==> config.mk <==
export PLATFORM = sky130hd
export DESIGN_NAME = abs_diff_err_sweep_ctrl
export DESIGN_NICKNAME = d
export VERILOG_FILES = /design/src/rtl/abs_diff_err_sweep_ctrl.sv
export SDC_FILE = /design/constraint.sdc
export NUM_CORES = 1
export LEC_CHECK = 0
export BUFFER_PORTS_ARGS = -buffer_cell sky130_fd_sc_hd__clkbuf_2
export CAP_MARGIN = 20
export CORE_ASPECT_RATIO = 1.5
export CORE_MARGIN = 2
export CORE_UTILIZATION = 35
export CTS_CLUSTER_SIZE = 12
export DETAILED_ROUTE_END_ITERATION = 6
export GPL_ROUTABILITY_DRIVEN = 0
export GPL_TIMING_DRIVEN = 0
export PLACE_DENSITY_LB_ADDON = 0.2
export SYNTH_ARGS = -nofsm -noshare
export SYNTH_HDL_FRONTEND = slang
export SYNTH_SLANG_ARGS = --single-unit
==> constraint.sdc <==
create_clock -name clk -period 5.34 [get_ports clk]
set_input_delay 1.068 -clock clk [delete_from_list [all_inputs] [get_ports clk]]
set_output_delay 1.068 -clock clk [all_outputs]
set_load 0.03 [all_outputs]
==> src/rtl/abs_diff_err_sweep_ctrl.sv <==
// abs_diff_err_sweep_ctrl: exhaustive error sweep of an approximate abs_diff core.
// Define ABS_DIFF_SWEEP_EARLY_ABORT_EN to end the sweep on the first fold with err > ET.
module abs_diff_err_sweep_ctrl #(
   parameter int N_IN  = 4,
   parameter int N_OUT = 3,
   parameter int ET    = 4
) (
   input  logic             clk,
   input  logic             rst,
   input  logic             start,
   output logic             busy,
   output logic             done,
   output logic             pass,
   output logic [N_OUT-1:0] max_err,
   output logic [N_IN:0]    err_count,
   output logic [N_IN-1:0]  core_in,
   input  logic [N_OUT-1:0] core_out
);
   localparam int H = N_IN / 2;
   localparam logic [31:0] ET_U = ET;
   typedef enum logic [1:0] {IDLE, SWEEP, DRAIN, DONE} state_t;
   state_t state_q, state_d;
   logic [N_IN-1:0] vec_q, vec_d, p_vec_q, p_vec_d;
   logic [N_OUT-1:0] p_out_q, p_out_d, max_err_q, max_err_d;
   logic [N_IN:0] err_count_q, err_count_d;
   logic p_vld_q, p_vld_d, pass_q, pass_d;
   logic [H-1:0] a, b, diff;
   logic [N_OUT-1:0] exact, err;
   logic abort, pass_now;
   always_comb begin
      a = p_vec_q[H-1:0];
      b = p_vec_q[N_IN-1:H];
      diff = a > b ? a - b : b - a;
      exact = N_OUT'(diff);
      // Both terms are below 2^N_OUT, so the N_OUT-bit difference never wraps.
      err = p_out_q >= exact ? p_out_q - exact : exact - p_out_q;
      pass_now = 32'(max_err_q) <= ET_U;
`ifdef ABS_DIFF_SWEEP_EARLY_ABORT_EN
      abort = p_vld_q && (32'(err) > ET_U);
`else
      abort = 1'b0;
`endif
   end
   always_comb begin
      state_d = state_q;
      vec_d = vec_q;
      p_vec_d = p_vec_q;
      p_out_d = p_out_q;
      p_vld_d = p_vld_q;
      pass_d = pass_q;
      max_err_d = p_vld_q && err > max_err_q ? err : max_err_q;
      err_count_d = p_vld_q ? err_count_q + (N_IN+1)'(err != '0) : err_count_q;
      case (state_q)
         IDLE: if (start) begin
            state_d = SWEEP;
            vec_d = '0;
            max_err_d = '0;
            err_count_d = '0;
            pass_d = 1'b0;
         end
         SWEEP: begin
            p_vec_d = vec_q;
            p_out_d = core_out;
            p_vld_d = 1'b1;
            vec_d = vec_q + N_IN'(1);
            state_d = vec_q == '1 ? DRAIN : SWEEP;
         end
         DRAIN: begin
            p_vld_d = 1'b0;
            state_d = DONE;
         end
         DONE: begin
            pass_d = pass_now;
            state_d = IDLE;
         end
      endcase
      if (abort) begin
         state_d = DONE;
         p_vld_d = 1'b0;
      end
   end
   always_ff @(posedge clk) begin
      if (rst) begin
         state_q <= IDLE;
         vec_q <= '0;
         p_vec_q <= '0;
         p_out_q <= '0;
         p_vld_q <= 1'b0;
         max_err_q <= '0;
         err_count_q <= '0;
         pass_q <= 1'b0;
      end else begin
         state_q <= state_d;
         vec_q <= vec_d;
         p_vec_q <= p_vec_d;
         p_out_q <= p_out_d;
         p_vld_q <= p_vld_d;
         max_err_q <= max_err_d;
         err_count_q <= err_count_d;
         pass_q <= pass_d;
      end
   end
   assign busy = state_q == SWEEP || state_q == DRAIN;
   assign done = state_q == DONE;
   assign pass = done ? pass_now : pass_q;
   assign max_err = max_err_q;
   assign err_count = err_count_q;
   assign core_in = vec_q;
endmodule

==> summary.md <==
| Metric | Value |
|---|---|
| Worst Path Class, Setup | `register to register` |
| Critical Path End Type | `register` |
| TNS Setup | `0 ps` |
| RSZ-0062 raised after global routing | `false` |
| Reg clk slew, reported paths | `about 80 ps` |
| Syn Nets | `around 190` |
| Largest net degree at the start of global routing | `13` |
| Routed WL | `between 2 and 3 mm` |
| CTS tree | `built` |
| Final ANT Viol Nets | `0` |
| Layout area overhead | `13.65%` |
| Post-Synthesis Cells | `160` |
| Die Height | `between 80 and 90 um` |
| Pins over their slew limit | `0` |
| Seq/Total Area, Yosys | `0.3200` |
| Share of layout cells above drive strength 1 | `0.1475` |
| CORE AREA | `3959 sq um` |
| Final HPWL DP | `2.291 mm` |
| Critical path fanouts, max | `4` |
| Top cells by area, synth | `dfxtp_1, ha_1, mux2i_1, nor2_1, fa_1` |
| DRC | `0` |
| Worst slew pin tran | `approximately 640 ps` |
| Post-synthesis register bit count | `23` |
| Vias in the first global route | `1187` |
| PwrDens | `between 200 and 250 nW/um^2` |
| Req. time, crit path | `between 5000 and 6000 ps` |
| Tcrit/Tclk final | `0.6749` |
| Finish-stage setup viols | `0` |
| Critical path data arrival time | `between 3000 and 4000 ps` |
| Fill cells | `between 400 and 500` |
| Top-count cell post-synth | `dfxtp_1` |
| Asr flop ratio synth | `0` |
| CTS H-Tree Depth | `1` |
| Crit start category | `register` |
| Worst vdd ir | `around 200 uV` |
| Post-CTS Setup Inserts | `0` |
| Cts repair resizes | `0` |
| Endpoints failing hold | `0` |
| LEAKAGE | `between 0.6 and 0.7 nW` |
| Clk sink count | `23` |
| Commonest cells post-synth | `dfxtp_1, nor2_1, ha_1` |
| Worst rel slew slack | `0.5745` |
| Post-synth EDFFs | `0` |
| DRT iter0 DRCs | `13` |
| Nets | `210` |
| Hold Path Class | `register to register` |
| Initial antenna violation count | `0` |
| Syn_area_per_cell | `between 8 and 9 sq um` |
| I/O pin count | `21` |
| CTS Buffer Depth | `2` |
| Ys Warns | `0` |
| Via density | `5.246` |
| Placed cell areas | `between 1500 and 2000 sq um` |
| Drt first pass iters | `4` |
| Fin area | `around 1600 sq um` |
| First-pass GRT wire length | `about 5.1 mm` |
| Gr usage total | `0.1348` |
| Cell Area, Synth | `between 1000 and 1500 sq um` |
| Antenna Cells | `0` |
| Die ar. | `~4700 sq um` |
| Clock latency on the worst-skew pair | `between 200 and 300 ps` |
| Num CTS Buffers | `3` |
| Cell taking the most area after synthesis | `dfxtp_1` |
| Grt ovf | `0` |
| Die width | `between 50 and 60 um` |
| Status | `finished clean` |
| Via count | `roughly 1200` |
| # hold bufs at CTS | `0` |
| Tmin final | `about 3600 ps` |
| Fmax | `around 280 MHz` |
| Synth Flop Type | `dfxtp_1` |
| Top cell type's share of synthesized area | `0.3200` |
| Max Cap Viol | `0` |
| Detailed-route wire length per cell | `approximately 13 um` |
| Clk root buf | `clkbuf_8` |
| Core Rows | `28` |
| Final Skew | `just under 4 ps` |
| Synth unique cells | `38` |
| IO buf count | `19` |
| Initial Utilization | `0.3635` |
-- power by group --
group          switching [mW]  leakage [nW]  internal, mW  total, mW
clock                  0.0552        0.0228        0.0532      0.108
combinational          0.0666         0.481        0.0470      0.114
sequential            0.00761         0.186         0.178      0.186
-- worst max-delay path: stages (launching register included) --
cell      delay (ps)
dfxtp_1          360
inv_1             50
ha_1             200
fa_1             430
o21ai_0          140
o21ai_0          100
nand2_1          140
inv_1            100
fa_1             390
inv_1             60
a2111o_1         100
o211ai_1         140
ha_1             370
nor3b_1          190
o221ai_1         120
o21a_1           170
or3_1            360
a21oi_2          110
-- stage by stage --
| step | instances | util | hold WS [ps] | setup WS, ps | power [mW] |
|---|---|---|---|---|---|
| after floorplan | 160 | - | 449.9 | 2057 | 0.2787 |
| after global placement | 224 | 0.4017 | 463.2 | 1831 | 0.2983 |
| after detailed placement | 224 | 0.4017 | 496.9 | 1732 | 0.3050 |
| after CTS | 228 | 0.4131 | 515.1 | 1696 | 0.4130 |
| after global routing | 228 | 0.4131 | 558.8 | 1393 | 0.4364 |
| final | 228 | 0.4131 | 512.0 | 1736 | 0.4078 |
-- cell families (layout without fill, tap and decap cells) --
logic type / Yosys count / after routing / share of synthesized area
buffers and inverters: 19 / 42 / 0.04956
muxes: 12 / 12 / 0.08435
adders and majority gates: 20 / 20 / 0.1896
DFF: 23 / 23 / 0.3200
and+or+nand+nor: 48 / 48 / 0.1583
AOI/OAI and AO/OA: 34 / 34 / 0.1739
xor gates and xnor gates: 4 / 4 / 0.02435
-- per-layer routing --
metal  global-route usage  routed length (um)
met5                    0                   0
met4              0.04286                  25
met3              0.01713                  80
met1               0.1537                1270
met2               0.2588                1492
-- final timing paths --
kind,from,endpoint,slack [ps],cells after the start
worst max register to register,p_vec_q[0],max_err[0],1740,17
worst min register to register,max_err[2],max_err[2],510,2
worst min-delay path,max_err[2],max_err[2],510,2
worst max-delay path,p_vec_q[0],max_err[0],1740,17
-- state kept, by name, indices dropped and copies added, names as in the netlist, named ones only --
register	flops
pass_q	1
state_q	1
p_out_q	3
max_err	3
p_vec_q	4
core_in	4
p_vld_q	1
err_count	5
-- cell type report --
| cell class | instances | area (sq um) | share of cell area |
|---|---|---|---|
| sequential | 23 | 460.4 | 0.2816 |
| clock buffer | 4 | 45.04 | 0.02754 |
| buffer | 5 | 18.77 | 0.01148 |
| tap | 45 | 56.30 | 0.03443 |
| timing repair buffer | 19 | 95.09 | 0.05815 |
| inverter | 14 | 52.55 | 0.03213 |
| multi-input combinational | 118 | 907.1 | 0.5547 |
-- cells in the final DEF, fill, tap and decap left out --
master     instances
dfxtp_1           23
nor2_1            22
clkbuf_2          19
ha_1              17
inv_1             14
mux2i_1           11
nand2_1           10
o21ai_0            8
a21oi_1            6
clkbuf_1           5
o21a_1             4
nand3_1            3
a21boi_0           3
nand4_1            3
xor2_1             3
fa_1               3
clkbuf_8           3
nand2b_1           2
a32oi_1            2
a22oi_1            2
nand2b_4           1
a2111o_1           1
or2b_1             1
o211ai_1           1
xnor2_1            1
a2111oi_4          1
a31o_1             1
or2_2              1
nand3b_1           1
mux2_2             1
a211oi_1           1
nor3b_1            1
o221ai_1           1
o31ai_1            1
or3_1              1
a21o_1             1
a21oi_2            1
buf_1              1
nor2b_1            1
and3_1             1
(Power assumes the default switching activity.)
